--- src/rtl/dpi_stream_sequencer_if.sv ---
// Sequencer bus: upstream byte beats, matcher control and the result handshake.
// The master modport is the environment side; the slave modport is the sequencer.
interface dpi_stream_sequencer_if #(
    parameter int unsigned NUM_MATCHERS = 8,
    parameter int unsigned KEY_W        = 32
);
    logic [7:0]              in_data;
    logic                    in_vld;
    logic                    in_sop;
    logic                    in_eop;
    logic [KEY_W-1:0]        in_flow_key;
    logic                    in_rdy;
    logic [7:0]              char_in;
    logic                    char_in_vld;
    logic                    load_state;
    logic [5:0]              stream_id;
    logic                    new_stream_id;
    logic                    eop;
    logic [NUM_MATCHERS-1:0] fired;
    logic                    res_vld;
    logic                    res_rdy;
    logic [5:0]              res_stream_id;
    logic [NUM_MATCHERS-1:0] res_fired;
    logic [15:0]             res_len;
    logic                    res_err;

    modport master (
        output in_data, in_vld, in_sop, in_eop, in_flow_key, fired, res_rdy,
        input  in_rdy, char_in, char_in_vld, load_state, stream_id, new_stream_id, eop,
               res_vld, res_stream_id, res_fired, res_len, res_err
    );

    modport slave (
        input  in_data, in_vld, in_sop, in_eop, in_flow_key, fired, res_rdy,
        output in_rdy, char_in, char_in_vld, load_state, stream_id, new_stream_id, eop,
               res_vld, res_stream_id, res_fired, res_len, res_err
    );
endinterface

--- src/rtl/dpi_stream_sequencer.sv ---
// Packet-to-matcher sequencer: slot lookup, byte streaming, eop and result reporting.
// DPI_SEQ_FLOW_TABLE_EN selects a 64-entry flow key table; otherwise key[5:0] is the slot.
module dpi_stream_sequencer #(
    parameter int unsigned NUM_MATCHERS = 8,
    parameter int unsigned KEY_W        = 32
) (
    input logic                   clk,
    input logic                   rst_n,
    dpi_stream_sequencer_if.slave bus
);
    typedef enum logic [2:0] {
        StIdle, StLoad, StWait, StStream, StDrain, StEop, StResult
    } state_e;

    state_e state_q, state_d;

    logic [7:0]              in_data;
    logic                    in_vld, in_sop, in_eop, res_rdy;
    logic [KEY_W-1:0]        in_flow_key;
    logic [NUM_MATCHERS-1:0] fired;

    logic                    in_rdy, accept, start, trunc;
    logic [7:0]              char_q;
    logic                    char_vld_q;
    logic [5:0]              sid_q, res_sid_q;
    logic                    new_q, err_q;
    logic [15:0]             len_q;
    logic [NUM_MATCHERS-1:0] fired_q;
    logic [5:0]              lookup_id;
    logic                    lookup_new;

    assign in_data     = bus.in_data;
    assign in_vld      = bus.in_vld;
    assign in_sop      = bus.in_sop;
    assign in_eop      = bus.in_eop;
    assign in_flow_key = bus.in_flow_key;
    assign fired       = bus.fired;
    assign res_rdy     = bus.res_rdy;

    // WAIT takes the held sop beat, so the first byte reaches the matchers two
    // cycles after load_state while the matchers see one idle cycle.
    always_comb begin
        state_d = state_q;
        in_rdy  = 1'b0;
        accept  = 1'b0;
        start   = 1'b0;
        trunc   = 1'b0;
        unique case (state_q)
            StIdle: begin
                if (in_vld && in_sop) begin
                    start   = 1'b1;
                    state_d = StLoad;
                end
            end
            StLoad: state_d = StWait;
            StWait: begin
                in_rdy = 1'b1;
                if (in_vld) begin
                    accept  = 1'b1;
                    state_d = in_eop ? StDrain : StStream;
                end
            end
            StStream: begin
                if (in_vld && in_sop) begin
                    // Premature sop is left pending; it opens the next packet.
                    trunc   = 1'b1;
                    state_d = StDrain;
                end else begin
                    in_rdy = 1'b1;
                    if (in_vld) begin
                        accept = 1'b1;
                        if (in_eop) begin
                            state_d = StDrain;
                        end
                    end
                end
            end
            StDrain:  state_d = StEop;
            StEop:    state_d = StResult;
            StResult: begin
                if (res_rdy) begin
                    state_d = StIdle;
                end
            end
            default:  state_d = StIdle;
        endcase
    end

    always_ff @(posedge clk) begin
        if (!rst_n) begin
            state_q    <= StIdle;
            char_q     <= '0;
            char_vld_q <= 1'b0;
            sid_q      <= '0;
            new_q      <= 1'b0;
            len_q      <= '0;
            err_q      <= 1'b0;
            fired_q    <= '0;
            res_sid_q  <= '0;
        end else begin
            state_q    <= state_d;
            char_vld_q <= accept;
            if (accept) begin
                char_q <= in_data;
            end
            if (start) begin
                sid_q <= lookup_id;
                new_q <= lookup_new;
                len_q <= '0;
                err_q <= 1'b0;
            end else if (accept && (len_q != 16'hFFFF)) begin
                len_q <= len_q + 16'd1;
            end
            if (trunc) begin
                err_q <= 1'b1;
            end
            if (state_q == StEop) begin
                fired_q   <= fired;
                res_sid_q <= sid_q;
            end
        end
    end

`ifdef DPI_SEQ_FLOW_TABLE_EN
    logic [KEY_W-1:0] tbl_key_q [64];
    logic [63:0]      tbl_vld_q;
    logic [5:0]       rr_q;
    logic             hit;
    logic [5:0]       hit_idx;

    // Descending scan so the lowest matching index wins.
    always_comb begin
        hit     = 1'b0;
        hit_idx = '0;
        for (int i = 63; i >= 0; i--) begin
            if (tbl_vld_q[i] && (tbl_key_q[i] == in_flow_key)) begin
                hit     = 1'b1;
                hit_idx = 6'(i);
            end
        end
        lookup_id  = hit ? hit_idx : rr_q;
        lookup_new = ~hit;
    end

    always_ff @(posedge clk) begin
        if (!rst_n) begin
            tbl_vld_q <= '0;
            rr_q      <= '0;
        end else if (start && !hit) begin
            tbl_vld_q[rr_q] <= 1'b1;
            rr_q            <= rr_q + 6'd1;
        end
    end

    always_ff @(posedge clk) begin
        if (start && !hit) begin
            tbl_key_q[rr_q] <= in_flow_key;
        end
    end
`else
    logic [63:0] seen_q;
    logic        unused_key;

    assign unused_key = ^in_flow_key[KEY_W-1:6];

    always_comb begin
        lookup_id  = in_flow_key[5:0];
        lookup_new = ~seen_q[in_flow_key[5:0]];
    end

    always_ff @(posedge clk) begin
        if (!rst_n) begin
            seen_q <= '0;
        end else if (start) begin
            seen_q[lookup_id] <= 1'b1;
        end
    end
`endif

    assign bus.in_rdy        = in_rdy;
    assign bus.char_in       = char_q;
    assign bus.char_in_vld   = char_vld_q;
    assign bus.load_state    = (state_q == StLoad);
    assign bus.stream_id     = sid_q;
    assign bus.new_stream_id = new_q;
    assign bus.eop           = (state_q == StEop);
    assign bus.res_vld       = (state_q == StResult);
    assign bus.res_stream_id = res_sid_q;
    assign bus.res_fired     = fired_q;
    assign bus.res_len       = len_q;
    assign bus.res_err       = err_q;
endmodule

--- src/flat_wrapper.sv ---
// flat-port wrapper written by rule: the top's interface ports become plain ports
module dpi_stream_sequencer_flat 
#(
    parameter int unsigned NUM_MATCHERS = 8,
    parameter int unsigned KEY_W        = 32
)
  (clk, rst_n, bus_in_data, bus_in_vld, bus_in_sop, bus_in_eop, bus_in_flow_key, bus_fired, bus_res_rdy, bus_in_rdy, bus_char_in, bus_char_in_vld, bus_load_state, bus_stream_id, bus_new_stream_id, bus_eop, bus_res_vld, bus_res_stream_id, bus_res_fired, bus_res_len, bus_res_err);
  dpi_stream_sequencer_if #(.NUM_MATCHERS(NUM_MATCHERS), .KEY_W(KEY_W)) bus_i ();
  input logic clk;
  input logic rst_n;
  input wire logic [$bits(bus_i.in_data)-1:0] bus_in_data;
  input wire logic [$bits(bus_i.in_vld)-1:0] bus_in_vld;
  input wire logic [$bits(bus_i.in_sop)-1:0] bus_in_sop;
  input wire logic [$bits(bus_i.in_eop)-1:0] bus_in_eop;
  input wire logic [$bits(bus_i.in_flow_key)-1:0] bus_in_flow_key;
  input wire logic [$bits(bus_i.fired)-1:0] bus_fired;
  input wire logic [$bits(bus_i.res_rdy)-1:0] bus_res_rdy;
  output wire logic [$bits(bus_i.in_rdy)-1:0] bus_in_rdy;
  output wire logic [$bits(bus_i.char_in)-1:0] bus_char_in;
  output wire logic [$bits(bus_i.char_in_vld)-1:0] bus_char_in_vld;
  output wire logic [$bits(bus_i.load_state)-1:0] bus_load_state;
  output wire logic [$bits(bus_i.stream_id)-1:0] bus_stream_id;
  output wire logic [$bits(bus_i.new_stream_id)-1:0] bus_new_stream_id;
  output wire logic [$bits(bus_i.eop)-1:0] bus_eop;
  output wire logic [$bits(bus_i.res_vld)-1:0] bus_res_vld;
  output wire logic [$bits(bus_i.res_stream_id)-1:0] bus_res_stream_id;
  output wire logic [$bits(bus_i.res_fired)-1:0] bus_res_fired;
  output wire logic [$bits(bus_i.res_len)-1:0] bus_res_len;
  output wire logic [$bits(bus_i.res_err)-1:0] bus_res_err;
  assign bus_i.in_data = bus_in_data;
  assign bus_i.in_vld = bus_in_vld;
  assign bus_i.in_sop = bus_in_sop;
  assign bus_i.in_eop = bus_in_eop;
  assign bus_i.in_flow_key = bus_in_flow_key;
  assign bus_i.fired = bus_fired;
  assign bus_i.res_rdy = bus_res_rdy;
  assign bus_in_rdy = bus_i.in_rdy;
  assign bus_char_in = bus_i.char_in;
  assign bus_char_in_vld = bus_i.char_in_vld;
  assign bus_load_state = bus_i.load_state;
  assign bus_stream_id = bus_i.stream_id;
  assign bus_new_stream_id = bus_i.new_stream_id;
  assign bus_eop = bus_i.eop;
  assign bus_res_vld = bus_i.res_vld;
  assign bus_res_stream_id = bus_i.res_stream_id;
  assign bus_res_fired = bus_i.res_fired;
  assign bus_res_len = bus_i.res_len;
  assign bus_res_err = bus_i.res_err;
  dpi_stream_sequencer #(.NUM_MATCHERS(NUM_MATCHERS), .KEY_W(KEY_W)) u_core (.clk(clk), .rst_n(rst_n), .bus(bus_i));
endmodule
--- config.mk ---
export PLATFORM = sky130hd
export DESIGN_NAME = dpi_stream_sequencer_flat
export DESIGN_NICKNAME = d
export VERILOG_FILES = /design/src/rtl/dpi_stream_sequencer_if.sv /design/src/rtl/dpi_stream_sequencer.sv /design/src/flat_wrapper.sv
export SDC_FILE = /design/constraint.sdc
export NUM_CORES = 1
export LEC_CHECK = 0
export CAP_MARGIN = 0
export CORE_MARGIN = 2
export CORE_UTILIZATION = 40
export CTS_CLUSTER_SIZE = 30
export DETAILED_ROUTE_END_ITERATION = 10
export PLACE_DENSITY = 0.75
export SLEW_MARGIN = 20
export SYNTH_ARGS = -nofsm -noshare
export SYNTH_HDL_FRONTEND = slang
export SYNTH_SLANG_ARGS = --single-unit
export TNS_END_PERCENT = 5
--- constraint.sdc ---
create_clock -name clk -period 2.3 [get_ports clk]
set_input_delay 0.46 -clock clk [delete_from_list [all_inputs] [get_ports clk]]
set_output_delay 0.46 -clock clk [all_outputs]
set_load 0.005 [all_outputs]
==> results of run 1 <==
[flip-flops by register name (all words and copies together), names as in the netlist]
signal	flops
u_core.bus.res_len	16
u_core.bus.char_in_vld	1
u_core.seen_q	64
u_core.bus.char_in	8
u_core.bus.res_err	1
u_core.bus.res_fired	8
u_core.state_q	3
u_core.bus.new_stream_id	1
u_core.bus.res_stream_id	6
u_core.bus.stream_id	6
[cells by family after synthesis]
group                    after synthesis
XOR/XNOR                              13
adder cells (fa/ha/maj)                1
AO/OA/AOI/OAI                        140
multiplexers                          18
flip-flops                           114
AND/OR/NAND/NOR                      246
buffers and inverters                 48
[path summary, 6_finish.rpt]
kind,end,slack (ns),startpoint
worst min register to register,u_core.bus.res_stream_id[5],0.46,u_core.bus.res_stream_id[5]
worst max-delay path,bus_eop,0.10,u_core.state_q[1]
worst min-delay path,u_core.bus.res_stream_id[5],0.46,u_core.bus.res_stream_id[5]
worst max register to register,u_core.seen_q[37],0.39,u_core.state_q[0]
[report_power, final]
| part | internal (uW) | switching [uW] | leakage [uW] |
|---|---|---|---|
| clock | 1750 | 883 | 0.000286 |
| sequential | 2050 | 49.0 | 0.000920 |
| combinational | 457 | 459 | 0.00140 |
| total | 4260 | 1390 | 0.00260 |
[what timing repair did]
action | CTS | global route
endpoints found under the setup margin | 1 | 2
pin swaps | 0 | 1
gates resized for setup | 1 | 2
buffers inserted | 0 | 4
[cell usage after synthesis, types with 2 or more instances]
library cell  count  area share
o221a_2           3      0.0066
nor2_1           61       0.045
mux2i_1           5      0.0097
and3b_1           3      0.0051
mux2_2            7       0.015
a21boi_0         30       0.044
o21a_1           40       0.058
and3_1            6      0.0073
or3b_2            2      0.0034
nor4_1            7      0.0085
buf_2            12       0.012
o22ai_1           2      0.0024
or4_1             2      0.0029
nand4_1           3      0.0036
nand2b_1          4      0.0049
o2111ai_1         2      0.0034
nand3b_1          3      0.0044
nand3_1          12       0.012
or2_2             4      0.0049
o31ai_1           3      0.0044
a22oi_1           2      0.0029
a21oi_1          29       0.028
o21ai_0          13       0.013
a32o_1            2      0.0039
and2_1            3      0.0036
mux4_1            3       0.015
clkbuf_1         26       0.019
nand2_1          74       0.054
buf_6             3      0.0066
nor3_1           12       0.012
xor2_1            3      0.0051
dfxtp_1         114        0.44
or3_1             8      0.0097
xnor2_1          10       0.017
o211ai_1          2      0.0029
nor3b_1          10       0.015
and4_1            3      0.0051
inv_1             4      0.0029
nor2b_1          25       0.030
mux4_2            3       0.013
[cell type report]
cell class,count,area share
inverter,5,0.00266
sequential,114,0.323
clock buffer,22,0.0658
clock inverter,10,0.0188
timing repair buffer,142,0.185
tap,172,0.0305
multi-input combinational,418,0.373
[per-stage QoR]
stage	cells	total power [uW]
after floorplan	580	2620
after global routing	883	5880
after CTS	879	5680
final	883	5650
after global placement	847	3000
after detailed placement	847	3030
[layer usage]
| metal | part of all wire | vias to the layer above | global-route usage |
|---|---|---|---|
| li1 | - | 2269 | - |
| met3 | 0.057 | 17 | 0.0482 |
| met5 | 0 | - | 0 |
| met2 | 0.49 | 139 | 0.325 |
| met1 | 0.44 | 2240 | 0.244 |
| met4 | 0.017 | 0 | 0.0753 |
[worst max-delay path: cells and delay by family, from the launching register on]
family        cells  cell delay, ns
flops             1            0.31
simple gates      2            0.44
buf+inv           2            0.58
==> results_dict.tcl, run 1 <==
set metrics [dict create \
    final_cell_mix "dfxtp_1 (114), clkdlybuf4s50_1 (76), nand2_1 (74)" \
    whs_ns 0.459 \
    cts_sinks 114 \
    crit_arrival_ns 1.74 \
    die_h_um 117 \
    holdCritPathClass "reg -> reg" \
    synth_edf_count 0 \
    layout_min_cycle_time_ns 2.20 \
    mostFrequentLayoutCell "dfxtp_1" \
    end_kind "output pin" \
    antenna_cells 0 \
    max_freq_mhz 455 \
    cts_max_level 4 \
    synth_area_per_cell_um2 8.87 \
    drv_cap 0 \
    cts_root_buf "clkbuf_16" \
    placed_cell_area_um2 6420 \
    pre_cts_slack_ns -0.147 \
    synth.net_count 635 \
    synth_cell_type_count 60 \
    async_reset_ff_frac 0 \
    clk_pin_slew_ns 0.05 \
    synthAdderAreaFrac 0.00243 \
    cp_slowest_stage_delay_ns 0.50 \
    vias_per_cell 5.28 \
    final.setup.worst_slack_ns 0.102 \
    path_cells "nand2b_4 -> or2_4 -> inv_1 -> clkdlybuf4s50_1" \
    final.setup.tns_ns 0 \
    antenna_found_initial 0 \
    powerDensity_nw_per_um2 800 \
    critical_path_class "reg -> out" \
    start_kind "flop" \
    drtAntennaViolNets 0 \
    leakagePower_uw 0.00260 \
    yosysWarnings 0 \
    io_pins 105 \
    cts_buffers 17 \
    synth_cells 580 \
    crit_path_max_fanout 10 \
    maxSlewViolCount 0 \
    dieArea_um2 13800 \
    required_ns 1.84 \
    hpwl_um 9260 \
    core_um2 12600 \
    clk_path_buf_depth 2 \
    synthToLayoutAreaGrowth_pct 37.2 \
    hold_buffers 0 \
    synth_ff_type "dfxtp_1" \
    muxShareOfSynthArea 0.0535 \
    drc 0 \
    setup_viol 0 \
    status "completed" \
    ff_latch_area_um2 2280 \
    fillers 1103 \
    vias 4665 \
    grt_max_degree 79 \
    synth-compound-area-share 0.190 \
    routed_wl_um 13200 \
    post_drt_wl_per_cell_um 14.9 \
    synth_seq_cells 114 \
    synth_xor_area_frac 0.0221 \
    initial_utilization 0.409 \
    tightestPinTransition_ns 0.428 \
    overflow 0 \
    whs_path_depth 2 \
    clock_latency_ns 0.41 \
    grt_pass1_vias 4505 \
    grtUsageTotal 0.195 \
    finClkSkew_ns 0.0109 \
    drive_gt1_frac 0.166 \
    slew_headroom 0.715 \
    yosys.area_share.simple 0.242 \
    num_rows 41 \
    initialDrtViolationCount 308 \
    finalInstanceArea_um2 7060 \
    multi_input_area_um2 2640 \
    synth-seq-area-share 0.444 \
    syn_area_um2 5140 \
    ir_drop_mv 0.603 \
    synth_top_family_by_area "simple AND/OR/NAND/NOR gates" \
    io_buffers 78 \
    cts_tree "done" \
    hold_violations 0 \
    nNetsFinal 753 \
    slowest_stage "clkdlybuf4s50_1" \
    grt_pass1_wl_um 22100 \
    gp_congestion 0.869 \
    first_pass_iters 5 \
    die_w_um 117 \
    r2r_cells 8 \
    period_share 0.956 \
    rsz0062_at_grt "no" \
    final_util 0.561 \
]
Note: power is estimated with default switching activity, not from simulation.
==> inputs of run 2 (changes only) <==
--- a/config.mk
+++ b/config.mk
@@ -12,2 +12,4 @@
 export DETAILED_ROUTE_END_ITERATION = 10
+export GPL_TIMING_DRIVEN = 0
+export MAX_ROUTING_LAYER = met4
 export PLACE_DENSITY = 0.75
==> constraint.sdc (replaced) <==
create_clock -name clk -period 2.3 [get_ports clk]
set_input_delay 0.69 -clock clk [delete_from_list [all_inputs] [get_ports clk]]
set_output_delay 0.69 -clock clk [all_outputs]
set_load 0.005 [all_outputs]
==> results_dict.tcl, run 2 (synthesized netlist as in run 1, its figures left out) <==
set metrics [dict create \
    status "completed" \
    cts_root_buf "clkbuf_16" \
    slew_headroom 0.574 \
    grt_pass1_wl_um 23100 \
    drive_gt1_frac 0.121 \
    leakagePower_uw 0.00240 \
    hold_violations 0 \
    grtUsageTotal 0.214 \
    cts_max_level 4 \
    max_freq_mhz 446 \
    powerDensity_nw_per_um2 807 \
    required_ns 2.65 \
    hpwl_um 9700 \
    drv_cap 0 \
    mostFrequentLayoutCell "dfxtp_1" \
    crit_arrival_ns 2.59 \
    largest_register_ffs 64 \
    ir_drop_mv 0.511 \
    crit_path_max_fanout 10 \
    io_buffers 75 \
    vias_per_cell 5.44 \
    final.setup.worst_slack_ns 0.0574 \
    total_power_uw 5440 \
    first_pass_iters 5 \
    clk_path_buf_depth 2 \
    rsz0062_at_grt "yes" \
    setup_viol 0 \
    routed_wl_um 14100 \
    holdCritPathClass "reg -> reg" \
    overflow 0 \
    cts_buffers 17 \
    die_w_um 117 \
    critical_path_class "in -> reg" \
    drc 0 \
    pre_cts_slack_ns -0.802 \
    grt_pass1_vias 4577 \
    num_rows 41 \
    cts_tree "done" \
    drtAntennaViolNets 0 \
    finClkSkew_ns 0.00907 \
    nNetsFinal 729 \
    period_share 0.975 \
    clock_latency_ns 0.42 \
    tightestPinTransition_ns 0.639 \
    grt_max_degree 17 \
    initial_utilization 0.409 \
    antenna_cells 0 \
    core_um2 12600 \
    maxSlewViolCount 0 \
    io_pins 105 \
    largest-register "u_core.seen_q" \
    initialDrtViolationCount 406 \
    post_drt_wl_per_cell_um 16.5 \
    dieArea_um2 13800 \
    cts_sinks 114 \
    hold_buffers 0 \
    antenna_found_initial 0 \
    clk_pin_slew_ns 0.05 \
    synthToLayoutAreaGrowth_pct 31.0 \
    layout_min_cycle_time_ns 2.24 \
    final_cell_mix "dfxtp_1 (111), nand2_1 (74), clkdlybuf4s50_1 (68)" \
    die_h_um 117 \
    vias 4660 \
    gp_congestion 0.898 \
    end_kind "flop" \
    start_kind "primary input" \
]
-- run 2: changes by cell type in the layout (fill, tap and decap cells not counted), sizes merged --
| cell | delta |
|---|---|
| buf | -46 |
| clkbuf | +25 |
| clkdlybuf4s50 | -8 |
| dlygate4sd2 | +4 |
| clkinvlp | -3 |
| bufinv | -1 |
| clkdlybuf4s15 | +1 |
| clkinv | +1 |
-- run 2: critical path: stages --
cell	delay, ns
clkdlybuf4s50_1	0.57
clkbuf_1	0.42
nand3b_1	0.37
o22ai_2	0.29
a2111oi_2	0.07
a31oi_1	0.19
-- run 2: path summary, 6_finish.rpt --
kind	cells past startpoint	slack, ns	endpoint	startpoint
worst min register to register	1	0.46	u_core.seen_q[20]	u_core.seen_q[20]
worst min-delay path	1	0.46	u_core.seen_q[20]	u_core.seen_q[20]
worst max register to register	8	0.32	u_core.seen_q[35]	u_core.state_q[2]
worst max-delay path	6	0.06	u_core.bus.new_stream_id	bus_in_flow_key[3]
-- run 2: area by class of cell --
class / instances / area (um^2)
Clock buffer: 22 / 464
Buffer: 41 / 234
Timing Repair Buffer: 77 / 758
Sequential cell: 114 / 2290
Inverter: 5 / 18.8
Fill cell: 1129 / 5830
Multi-Input combinational cell: 418 / 2680
Clock inverter: 7 / 85.1
Tap cell: 172 / 215
-- run 2: report_power, final --
part / internal, uW / switching (uW)
clock: 1620 / 860
combinational: 381 / 455
sequential: 2060 / 69.5
-- run 2: what timing repair did --
item,4_1_cts,5_1_grt
pin swaps,1,0
setup buffers,2,0
setup endpoints to repair,38,24
resized for setup,30,6
hold endpoints to repair,0,0
gates cloned,0,0
-- run 2: metal layers --
layer / wire, um / vias to the layer above / global-route usage
met3: 900 / 33 / 0.0535
met5: 0 / - / -
met1: 6270 / 2222 / 0.267
met2: 6650 / 180 / 0.332
met4: 301 / 0 / 0.0911
li1: - / 2225 / -
-- run 2: through the flow --
step,hold slack [ns],cell area [um^2],TNS (ns),utilization,instances
floorplan,0.432,5140,0,-,580
global placement,0.442,6110,-35.05,0.486,827
detailed placement,0.450,6110,-35.55,0.486,827
CTS,0.462,6730,-0.0159,0.535,857
global route,0.478,6740,-0.0400,0.536,856
finish,0.458,6740,0,0.536,856
==> inputs of run 3 (changes only) <==
CAP_MARGIN = unset   (was 0)
==> results of run 3 <==
The final DEF is identical to that of run 2; final timing and power are the same.
